## src/rtl/rv_decode_stage.sv

```systemverilog
// RV32I decode stage with valid/ready on both sides and an optional two-entry skid buffer.
// Define RV_DECODE_ILLEGAL_EN to report unrecognised encodings on out_illegal.
module rv_decode_stage #(
    parameter int unsigned PC_W = 32,
    parameter int unsigned SKID = 1
) (
    input  logic            clk,
    input  logic            rst_n,
    input  logic            flush,
    input  logic            in_valid,
    output logic            in_ready,
    input  logic [31:0]     in_instr,
    input  logic [PC_W-1:0] in_pc,
    output logic            out_valid,
    input  logic            out_ready,
    output logic [PC_W-1:0] out_pc,
    output logic [4:0]      out_rd,
    output logic [4:0]      out_rs1,
    output logic [4:0]      out_rs2,
    output logic [31:0]     out_imm,
    output logic [3:0]      out_alu_ctrl,
    output logic [1:0]      out_result_src,
    output logic [2:0]      out_funct3,
    output logic            out_alu_src_imm,
    output logic            out_reg_write,
    output logic            out_mem_read,
    output logic            out_mem_write,
    output logic            out_branch,
    output logic            out_jal,
    output logic            out_jalr,
    output logic            out_illegal
);

    localparam logic [6:0] OP_R      = 7'b0110011;
    localparam logic [6:0] OP_I      = 7'b0010011;
    localparam logic [6:0] OP_LOAD   = 7'b0000011;
    localparam logic [6:0] OP_STORE  = 7'b0100011;
    localparam logic [6:0] OP_BRANCH = 7'b1100011;
    localparam logic [6:0] OP_JAL    = 7'b1101111;
    localparam logic [6:0] OP_JALR   = 7'b1100111;
    localparam logic [6:0] OP_LUI    = 7'b0110111;
    localparam logic [6:0] OP_AUIPC  = 7'b0010111;

    localparam logic [3:0] ALU_ADD  = 4'd0;
    localparam logic [3:0] ALU_SUB  = 4'd1;
    localparam logic [3:0] ALU_AND  = 4'd2;
    localparam logic [3:0] ALU_OR   = 4'd3;
    localparam logic [3:0] ALU_XOR  = 4'd4;
    localparam logic [3:0] ALU_SLL  = 4'd5;
    localparam logic [3:0] ALU_SRL  = 4'd6;
    localparam logic [3:0] ALU_SRA  = 4'd7;
    localparam logic [3:0] ALU_SLTU = 4'd8;
    localparam logic [3:0] ALU_SLT  = 4'd9;

    localparam logic [1:0] RES_ALU = 2'b00;
    localparam logic [1:0] RES_MEM = 2'b01;
    localparam logic [1:0] RES_PC4 = 2'b10;
    localparam logic [1:0] RES_IMM = 2'b11;

    typedef struct packed {
        logic [PC_W-1:0] pc;
        logic [4:0]      rd;
        logic [4:0]      rs1;
        logic [4:0]      rs2;
        logic [31:0]     imm;
        logic [3:0]      alu_ctrl;
        logic [1:0]      result_src;
        logic [2:0]      funct3;
        logic            alu_src_imm;
        logic            reg_write;
        logic            mem_read;
        logic            mem_write;
        logic            branch;
        logic            jal;
        logic            jalr;
        logic            illegal;
    } bundle_t;

    // instr[30] picks SUB (R-type only) or SRA (R and I shifts)
    function automatic logic [3:0] alu_code(input logic [2:0] f3, input logic alt, input logic sub_ok);
        logic [3:0] code;
        case (f3)
            3'b000:  code = (alt && sub_ok) ? ALU_SUB : ALU_ADD;
            3'b001:  code = ALU_SLL;
            3'b010:  code = ALU_SLT;
            3'b011:  code = ALU_SLTU;
            3'b100:  code = ALU_XOR;
            3'b101:  code = alt ? ALU_SRA : ALU_SRL;
            3'b110:  code = ALU_OR;
            default: code = ALU_AND;
        endcase
        return code;
    endfunction

    logic [6:0]  opcode;
    logic [2:0]  f3;
    logic [6:0]  f7;
    logic [31:0] imm_i, imm_s, imm_b, imm_u, imm_j;
    logic        bad;
    bundle_t     dec;
    bundle_t     held;
    logic        held_v;

    assign opcode = in_instr[6:0];
    assign f3     = in_instr[14:12];
    assign f7     = in_instr[31:25];
    assign imm_i  = {{20{in_instr[31]}}, in_instr[31:20]};
    assign imm_s  = {{20{in_instr[31]}}, in_instr[31:25], in_instr[11:7]};
    assign imm_b  = {{19{in_instr[31]}}, in_instr[31], in_instr[7], in_instr[30:25], in_instr[11:8], 1'b0};
    assign imm_u  = {in_instr[31:12], 12'h000};
    assign imm_j  = {{11{in_instr[31]}}, in_instr[31], in_instr[19:12], in_instr[20], in_instr[30:21], 1'b0};

    // Combinational decode of the offered instruction
    always_comb begin
        dec        = '0;
        bad        = 1'b0;
        dec.pc     = in_pc;
        dec.rd     = in_instr[11:7];
        dec.rs1    = in_instr[19:15];
        dec.rs2    = in_instr[24:20];
        dec.funct3 = f3;
        case (opcode)
            OP_R: begin
                dec.alu_ctrl  = alu_code(f3, in_instr[30], 1'b1);
                dec.reg_write = 1'b1;
                bad = !((f7 == 7'h00) || ((f7 == 7'h20) && ((f3 == 3'b000) || (f3 == 3'b101))));
            end
            OP_I: begin
                dec.alu_ctrl    = alu_code(f3, in_instr[30], 1'b0);
                dec.imm         = imm_i;
                dec.alu_src_imm = 1'b1;
                dec.reg_write   = 1'b1;
                if (f3 == 3'b001)      bad = (f7 != 7'h00);
                else if (f3 == 3'b101) bad = !((f7 == 7'h00) || (f7 == 7'h20));
            end
            OP_LOAD: begin
                dec.imm         = imm_i;
                dec.alu_src_imm = 1'b1;
                dec.reg_write   = 1'b1;
                dec.mem_read    = 1'b1;
                dec.result_src  = RES_MEM;
            end
            OP_STORE: begin
                dec.imm         = imm_s;
                dec.alu_src_imm = 1'b1;
                dec.mem_write   = 1'b1;
            end
            OP_BRANCH: begin
                dec.imm    = imm_b;
                dec.branch = 1'b1;
                case (f3)
                    3'b000:  dec.alu_ctrl = 4'd0;
                    3'b001:  dec.alu_ctrl = 4'd1;
                    3'b100:  dec.alu_ctrl = 4'd2;
                    3'b101:  dec.alu_ctrl = 4'd3;
                    3'b110:  dec.alu_ctrl = 4'd4;
                    3'b111:  dec.alu_ctrl = 4'd5;
                    default: bad = 1'b1;
                endcase
            end
            OP_JAL: begin
                dec.imm        = imm_j;
                dec.jal        = 1'b1;
                dec.reg_write  = 1'b1;
                dec.result_src = RES_PC4;
            end
            OP_JALR: begin
                dec.imm         = imm_i;
                dec.jalr        = 1'b1;
                dec.reg_write   = 1'b1;
                dec.alu_src_imm = 1'b1;
                dec.result_src  = RES_PC4;
            end
            OP_LUI: begin
                dec.imm         = imm_u;
                dec.reg_write   = 1'b1;
                dec.alu_src_imm = 1'b1;
                dec.result_src  = RES_IMM;
            end
            OP_AUIPC: begin
                dec.imm         = imm_u;
                dec.reg_write   = 1'b1;
                dec.alu_src_imm = 1'b1;
                dec.result_src  = RES_ALU;
            end
            default: bad = 1'b1;
        endcase
        // Unrecognised encodings carry no side effects
        if (bad) begin
            dec.imm         = '0;
            dec.alu_ctrl    = ALU_ADD;
            dec.result_src  = RES_ALU;
            dec.alu_src_imm = 1'b0;
            dec.reg_write   = 1'b0;
            dec.mem_read    = 1'b0;
            dec.mem_write   = 1'b0;
            dec.branch      = 1'b0;
            dec.jal         = 1'b0;
            dec.jalr        = 1'b0;
        end
        dec.reg_write = dec.reg_write && (dec.rd != 5'd0);
`ifdef RV_DECODE_ILLEGAL_EN
        dec.illegal = bad;
`else
        dec.illegal = 1'b0;
`endif
    end

    generate
        if (SKID != 0) begin : g_skid
            bundle_t main_q, skid_q;
            logic    main_v, skid_v;

            // Main feeds the output; skid catches the word accepted while main stalls
            always_ff @(posedge clk or negedge rst_n) begin
                if (!rst_n) begin
                    main_v <= 1'b0;
                    skid_v <= 1'b0;
                    main_q <= '0;
                    skid_q <= '0;
                end else if (flush) begin
                    main_v <= 1'b0;
                    skid_v <= 1'b0;
                end else if (!main_v || out_ready) begin
                    if (skid_v) begin
                        main_q <= skid_q;
                        main_v <= 1'b1;
                        skid_v <= 1'b0;
                    end else begin
                        main_v <= in_valid;
                        if (in_valid) main_q <= dec;
                    end
                end else if (in_valid && !skid_v) begin
                    skid_q <= dec;
                    skid_v <= 1'b1;
                end
            end

            assign in_ready = ~skid_v;
            assign held     = main_q;
            assign held_v   = main_v;
        end else begin : g_single
            bundle_t main_q;
            logic    main_v;

            always_ff @(posedge clk or negedge rst_n) begin
                if (!rst_n) begin
                    main_v <= 1'b0;
                    main_q <= '0;
                end else if (flush) begin
                    main_v <= 1'b0;
                end else if (in_ready) begin
                    main_v <= in_valid;
                    if (in_valid) main_q <= dec;
                end
            end

            assign in_ready = out_ready | ~main_v;
            assign held     = main_q;
            assign held_v   = main_v;
        end
    endgenerate

    assign out_valid       = held_v;
    assign out_pc          = held.pc;
    assign out_rd          = held.rd;
    assign out_rs1         = held.rs1;
    assign out_rs2         = held.rs2;
    assign out_imm         = held.imm;
    assign out_alu_ctrl    = held.alu_ctrl;
    assign out_result_src  = held.result_src;
    assign out_funct3      = held.funct3;
    assign out_alu_src_imm = held.alu_src_imm;
    assign out_reg_write   = held.reg_write;
    assign out_mem_read    = held.mem_read;
    assign out_mem_write   = held.mem_write;
    assign out_branch      = held.branch;
    assign out_jal         = held.jal;
    assign out_jalr        = held.jalr;
    assign out_illegal     = held.illegal;

endmodule
```

## config.mk

```make
export PLATFORM = sky130hd
export DESIGN_NAME = rv_decode_stage
export DESIGN_NICKNAME = d
export VERILOG_FILES = /design/src/rtl/rv_decode_stage.sv
export SDC_FILE = /design/constraint.sdc
export NUM_CORES = 1
export LEC_CHECK = 0
export BUFFER_PORTS_ARGS = -buffer_cell sky130_fd_sc_hd__buf_4
export CORE_MARGIN = 2
export CORE_UTILIZATION = 45
export CTS_BUF_LIST = sky130_fd_sc_hd__clkbuf_2 sky130_fd_sc_hd__clkbuf_4 sky130_fd_sc_hd__clkbuf_8
export DETAILED_ROUTE_END_ITERATION = 6
export PLACE_DENSITY = 0.65
export RECOVER_POWER = 25
export SLEW_MARGIN = 40
export SYNTH_ARGS = -nofsm -noshare
export SYNTH_HDL_FRONTEND = slang
export SYNTH_SLANG_ARGS = --single-unit
```

## constraint.sdc

```tcl
create_clock -name clk -period 2.3 [get_ports clk]
set_input_delay 0.345 -clock clk [delete_from_list [all_inputs] [get_ports clk]]
set_output_delay 0.345 -clock clk [all_outputs]
set_load 0.005 [all_outputs]
```

==> flow_metrics.py, run 1 <==
metrics = {
    "route": {
        "vias": 7096,
        "drcViolationCount": 0,
        "first_pass_iters": 5,
        "routed_wl_um": 23180,
        "wire_per_inst_um": 17.90,
        "via_per_inst": 5.480,
        "drt_iter0_markers": 530,
        "ant_nets": 0,
    },
    "placed_design": {
        "io_buffers": 165,
        "place_congestion": 0.8372,
        "place_area_um2": 10230,
        "place_hpwl_um": 15710,
    },
    "power": {
        "power_mw": 7.552,
        "power.density_nw_per_um2": 708.5,
        "p_leak_nw": 5.100,
        "peakVddDrop_mv": 0.3631,
    },
    "setup_path": {
        "cp.required_ns": 2.68,
        "rr_startpoint": "g_skid.skid_v$_DFFE_PN0P_",
        "slowest_delay_ns": 0.54,
        "cp-start-kind": "flop",
        "path_cells": "nor3_1 > and2_2 > nand3_4 > o21ai_0",
        "r2r-end": "g_skid.skid_q[48]$_DFFE_PN0P_",
        "critPathMaxFanout": 26,
        "critical_path_arrival_ns": 2.37,
        "critPathBufInv": 0,
        "ff2ff_setup_slack_ns": 0.31,
        "rr_worst_depth": 4,
        "crit_slowest_cell": "dfrtp_4",
        "critPathTopFamily": "simple AND/OR/NAND/NOR gates",
        "cp-end-kind": "flop",
        "crit_type": "flop to flop",
    },
    "clock_network": {
        "ctsResizeCount": 0,
        "clk_latency_ns": 0.47,
        "cts_buffers": 17,
        "clk_pin_slew_ns": 0.11,
        "clock_path_buffers": 2,
        "tritoncts": "done",
        "htreeDepth": 4,
        "cts.sinks": 192,
        "clockRootBuffer": "clkbuf_8",
    },
    "global_route": {
        "track_usage_pct": 23.60,
        "antenna_found_initial": 1,
        "first_global_vias": 6888,
        "grt_max_degree": 97,
        "grt_pass1_wl_um": 37480,
        "grt_overflow": 0,
    },
    "hold_path": {
        "min_path_cells": 3,
        "min_path_type": "primary input to flop",
        "min_from": "in_pc[9]",
        "hold_end": "g_skid.skid_q[73]$_DFFE_PN0P_",
    },
    "timing": {
        "relSlewSlack_pct": -2.834,
        "fin_crit_ns": 1.993,
        "fmax_ghz": 0.5017,
        "worst_pin_slew_ns": 1.543,
        "fin_skew_ns": 0.01521,
        "fin_tns_setup_ns": 0,
        "hold_violations": 0,
        "finalSetupViolations": 0,
        "post-route-period-util_pct": 86.67,
        "rsz0062_at_grt": "false",
        "drv_slew": 62,
    },
    "logic_synthesis": {
        "ys_types": 60,
        "syn_area_per_cell_um2": 9.625,
        "synth-edff-count": 0,
        "yosys.cell_count.top_type": "nand2_1",
        "synth_area_leaders": "dfrtp_1 (56%), nand2_1 (11%), mux2i_1 (6.0%)",
        "yosysTopAreaCell": "dfrtp_1",
        "ys_top_cells_by_count": "nand2_1 (254), dfrtp_1 (192), o21ai_0 (87)",
        "synth_seq_cells": 192,
        "synth_top_area_share_pct": 55.52,
        "syn_inst": 899,
        "synth-main-ff-cell": "dfrtp_1",
        "synth_nets": 968,
        "yosys_warnings": 0,
        "syn_area_um2": 8653,
        "yosysSeqAreaShare_pct": 55.52,
        "async_flop_share_pct": 100.0,
    },
    "floorplanning": {
        "die_x_um": 142.7,
        "floorplan.initialDensity_pct": 46.11,
        "rows": 50,
        "dieArea_um2": 20350,
        "dieHeight_um": 142.7,
        "pin_count": 167,
        "core_um2": 18770,
    },
    "finish": {
        "fin_util_pct": 56.79,
        "fin_nets": 1117,
        "syn_to_final_growth_pct": 23.18,
        "drive_above_1_share_pct": 23.47,
        "n_antenna_cell": 0,
        "final_cell_area_um2": 10660,
    },
    "run_status": {
        "violations": "capacitance limit, slew limit",
        "run_status": "finished, violations left",
    },
    "job": {
        "cap_violations": 1,
    },
}
## placed cells by master (no fill, tap or decap), drive strengths merged, types with 2 or more instances in the layout
cell type and instances:
o21a 4, or3 2, bufinv 3, o311ai 3
dfrtp 192, o32ai 2, inv 11, nor2 33
nand3 7, mux2i 52, clkbuf 18, a22o 6
o211ai 5, nand4 2, nand2b 4, a221o 6
a211oi 2, buf 193, o31ai 18, nand2 254
nand4b 2, nor4 3, nand4bb 2, clkinv 4
a22oi 5, mux2 3, o22ai 17, and3 25
nand3b 2, and2 2, nor2b 3, nor3 7
a211o 2, a21oi 61, o21ai 93
## area by class of cell
cell class                      count  area (µm²)
Multi-Input combinational cell    638        3565
Clock buffer                       17       234.0
Timing Repair Buffer              195        1549
Sequential cell                   192        4808
Tap cell                          234       292.8
Clock inverter                     15       195.2
Fill cell                        1738        8109
Inverter                            4       15.01
## repair_timing
action / CTS / global route
hold buffers: 1 / 0
endpoints found under the hold margin: 58 / 0
buffers inserted: 0 / 0
## worst min-delay path, stage by stage
cell and delay [ns]:
buf_4 0.08, nand2_1 0.04, nand2_1 0.04
## worst max-delay path by stage
| stage | from | to | slack (ns) | cells after the start |
|---|---|---|---|---|
| 3_3_place_gp | in_instr[5] | g_skid.skid_q[43]$_DFFE_PN0P_ | 0.28 | 6 |
| 4_1_cts | g_skid.skid_v$_DFFE_PN0P_ | g_skid.skid_q[48]$_DFFE_PN0P_ | 0.28 | 4 |
| 2_1_floorplan | out_valid$_DFFE_PN0N_ | out_imm[10]$_DFFE_PN0P_ | 0.54 | 6 |
| 3_5_place_dp | in_instr[5] | g_skid.skid_q[42]$_DFFE_PN0P_ | 0.17 | 6 |
| 5_1_grt | rst_n | g_skid.skid_q[87]$_DFFE_PN0P_ | 0.14 | 3 |
| 6_report | g_skid.skid_v$_DFFE_PN0P_ | g_skid.skid_q[48]$_DFFE_PN0P_ | 0.31 | 4 |
## flip-flops by register name, summed over array words and instances (netlist names), 2 cells and up
register	count
out_rd	5
out_rs1	5
g_skid.skid_q	95
out_funct3	3
out_pc	32
out_imm	32
out_result_src	2
out_alu_ctrl	4
out_rs2	5
## through the flow
stage | setup WS [ns] | hold WS (ns) | instances
after floorplan | 0.5398 | 0.04941 | 899
after global placement | 0.2828 | 0.3908 | 1262
after detailed placement | 0.1678 | 0.3913 | 1262
after CTS | 0.2842 | 0.04146 | 1295
after global routing | 0.1403 | 0.03655 | 1295
final | 0.3066 | 0.06383 | 1295
## layer usage
metal	global-route usage [%]	wire length (µm)	vias up
li1	-	-	3409
met1	32.62	10360	3427
met2	36.64	10630	237
met3	7.311	1872	21
met4	5.576	303	2
met5	0	16	-
## power breakdown
| part | switching, mW | total, mW | leakage, nW | internal (mW) |
|---|---|---|---|---|
| sequential | 0.218 | 3.98 | 2.50 | 3.76 |
| clock | 1.28 | 2.39 | 0.216 | 1.11 |
| combinational | 0.607 | 1.18 | 2.38 | 0.569 |
| total | 2.11 | 7.55 | 5.10 | 5.44 |
## kinds of logic (layout without fill, tap and decap cells)
family	count (synthesis)	count (layout)	synth area share (%)
AO/OA/AOI/OAI	228	228	16.02
XOR/XNOR	1	1	0.1012
multiplexers	55	55	6.405
buffers and inverters	69	231	3.513
other	1	1	0.04334
flip-flops	192	192	55.52
AND/OR/NAND/NOR	353	353	18.39
(Power assumes the default switching activity.)
==> inputs of run 2 (changes only) <==
Settings changed: REMOVE_ABC_BUFFERS set to 1.
==> run 2 against run 1 <==
Compared with the run above: the flow now finishes without violations; non-clock buffer count is 1 higher; sequential power about the same; clock-buffer cell count is 2 higher; routed wire length shrank 2.1%; hold slack better by 0.017 ns; first-iteration DRC count decreased by 7.9%; sequential share of layout area hardly changed; clock power barely moved; register-to-register slack improved by 0.11 ns.
==> flow_metrics.py, run 2 (synthesis gave the netlist of run 1 again) <==
metrics = {
    "placed_design": {
        "place_hpwl_um": 15090,
        "pre_cts_ws_ns": 0.1258,
        "dp.cells": 1263,
        "io_buffers": 165,
        "place_congestion": 0.9017,
    },
    "timing": {
        "post-route-period-util_pct": 81.75,
        "rsz0062_at_grt": "false",
        "drv_slew": 0,
        "fmax_ghz": 0.5318,
        "hold_violations": 0,
        "setup_slack_ns": 0.4198,
        "finalSetupViolations": 0,
        "fin_skew_ns": 0.01460,
        "fin_crit_ns": 1.880,
        "worst_pin_slew_ns": 0.9953,
        "relSlewSlack_pct": 33.64,
    },
    "global_route": {
        "top_usage_layer": "met2",
        "track_usage_pct": 23.16,
        "grt_max_degree": 95,
        "grt_util_met3_pct": 5.768,
        "grt_pass1_wl_um": 36940,
        "first_global_vias": 6810,
        "grt_overflow": 0,
        "met1_usage_pct": 33.56,
        "met2_usage_pct": 35.80,
        "antenna_found_initial": 0,
    },
    "setup_path": {
        "r2r-end": "out_imm[29]$_DFFE_PN0P_",
        "cp-start-kind": "flop",
        "ff2ff_setup_slack_ns": 0.42,
        "critical_path_arrival_ns": 2.26,
        "path_cells": "nor2_1 > clkbuf_1 > nor3_4 > nand2_1 > nand4b_4 > buf_4 > o22ai_1",
        "critPathTopFamily": "simple AND/OR/NAND/NOR gates",
        "slowest_delay_ns": 0.51,
        "critPathMaxFanout": 11,
        "rr_startpoint": "g_skid.skid_v$_DFFE_PN0P_",
        "cp-end-kind": "flop",
        "rr_worst_depth": 7,
        "cp.required_ns": 2.67,
        "crit_slowest_cell": "dfrtp_4",
        "critPathBufInv": 2,
        "crit_type": "flop to flop",
    },
    "job": {
        "cap_violations": 0,
    },
    "route": {
        "vias": 7087,
        "first_pass_iters": 5,
        "via_per_inst": 5.468,
        "drcViolationCount": 0,
        "wire_per_inst_um": 17.51,
        "routed_wl_um": 22690,
        "drt_iter0_markers": 488,
        "ant_nets": 0,
    },
    "power": {
        "power.density_nw_per_um2": 704.6,
        "power_mw": 7.513,
        "p_clk_share_pct": 31.7,
        "p_switching_mw": 2.048,
        "power_frac_seq_pct": 52.9,
        "combinationalPowerShare_pct": 15.4,
        "intPower_mw": 5.465,
        "p_leak_nw": 5.090,
        "netSwitchingFraction_pct": 27.26,
        "peakVddDrop_mv": 0.3760,
    },
    "clock_network": {
        "clockRootBuffer": "clkbuf_8",
        "clk_latency_ns": 0.45,
        "cts.sinks": 192,
        "htreeDepth": 4,
        "clock_path_buffers": 2,
        "ctsResizeCount": 0,
        "cts_buffers": 17,
        "clk_pin_slew_ns": 0.10,
        "tritoncts": "done",
    },
    "floorplanning": {
        "pin_count": 167,
        "dieArea_um2": 20350,
        "die_x_um": 142.7,
        "core_um2": 18770,
        "rows": 50,
        "dieHeight_um": 142.7,
        "floorplan.initialDensity_pct": 46.11,
    },
    "finish": {
        "regMostFlops": "g_skid.skid_q",
        "syn_to_final_growth_pct": 23.22,
        "instances_no_fill": 1296,
        "fin_util_pct": 56.81,
        "drive_above_1_share_pct": 23.26,
        "layout_commonest_cell": "nand2_1",
        "final_cell_mix": "nand2_1 (253), dfrtp_1 (191), buf_4 (183), o21ai_0 (87), a21oi_1 (61)",
        "n_antenna_cell": 0,
        "fin_nets": 1118,
        "largest_reg_flops": 95,
    },
    "run_status": {
        "run_status": "finished clean",
    },
    "hold_path": {
        "hold_end": "g_skid.skid_q[88]$_DFFE_PN0P_",
        "min_path_cells": 3,
        "min_from": "in_pc[24]",
        "min_path_type": "primary input to flop",
    },
}
## run 2: changes by cell type in the layout (fill, tap and decap cells not counted)
| cell | before | now |
|---|---|---|
| buf_4 | 185 | 183 |
| clkbuf_4 | 0 | 1 |
| buf_2 | 1 | 0 |
| clkbuf_1 | 0 | 3 |
| clkbuf_8 | 17 | 19 |
| inv_6 | 5 | 4 |
| clkinvlp_4 | 1 | 3 |
| clkinv_4 | 3 | 1 |
| inv_8 | 2 | 1 |
## run 2: worst reg2reg max path: stages, from the launching register on
cell and delay, ns:
dfrtp_4 0.51, nor2_1 0.08, clkbuf_1 0.14, nor3_4 0.20, nand2_1 0.19, nand4b_4 0.28, buf_4 0.23, o22ai_1 0.17
## run 2: per-stage QoR
stage / hold WS [ns] / area [µm²] / TNS (ns)
finish: 0.08052 / 10660 / 0
global placement: 0.4008 / 10250 / 0
global route: 0.04013 / 10660 / 0
detailed placement: 0.3965 / 10250 / 0
floorplan: 0.04941 / 8364 / -461.27
CTS: 0.04184 / 10690 / 0
## run 2: power groups by stage
stage | Sequential [mW] | Clock, mW | Combinational [mW]
after global placement | 4.04 | 0 | 1.15
final | 3.98 | 2.38 | 1.16
after floorplan | 4.03 | 0 | 0.468
after detailed placement | 4.05 | 0 | 1.18
after global routing | 4.03 | 2.59 | 1.31
after CTS | 3.98 | 2.45 | 1.18
## run 2: what timing repair did
item	CTS	global route
hold buffers	1	0
setup buffers	0	0
hold endpoints to repair	58	0
## run 2: how the worst max path moves through the flow
stage,startpoint,endpoint,slack [ns],cells after the start
floorplan,g_skid.skid_v$_DFFE_PN0P_,out_alu_src_imm$_DFFE_PN0P_,-2.87,5
global placement,in_instr[25],out_imm[28]$_DFFE_PN0P_,0.20,7
detailed placement,in_instr[25],g_skid.skid_q[17]$_DFFE_PN0P_,0.13,6
CTS,g_skid.skid_v$_DFFE_PN0P_,out_imm[27]$_DFFE_PN0P_,0.40,7
global route,rst_n,g_skid.skid_q[4]$_DFFE_PN0P_,0.23,3
finish,g_skid.skid_v$_DFFE_PN0P_,out_imm[29]$_DFFE_PN0P_,0.42,7
## run 2: per-layer routing
metal  wire length [µm]  vias up
met4                138        0
met2              10520      215
li1                   -     3410
met1              10530     3451
met5                  0        -
met3               1504       11
## run 2: layout make-up
cell class	count	area, µm²
Timing Repair Buffer	196	1554
Sequential cell	192	4808
Tap cell	234	292.8
Clock inverter	13	172.7
Multi-Input combinational cell	638	3565
Inverter	4	15.01
Clock buffer	19	255.2
Fill cell	1706	8105
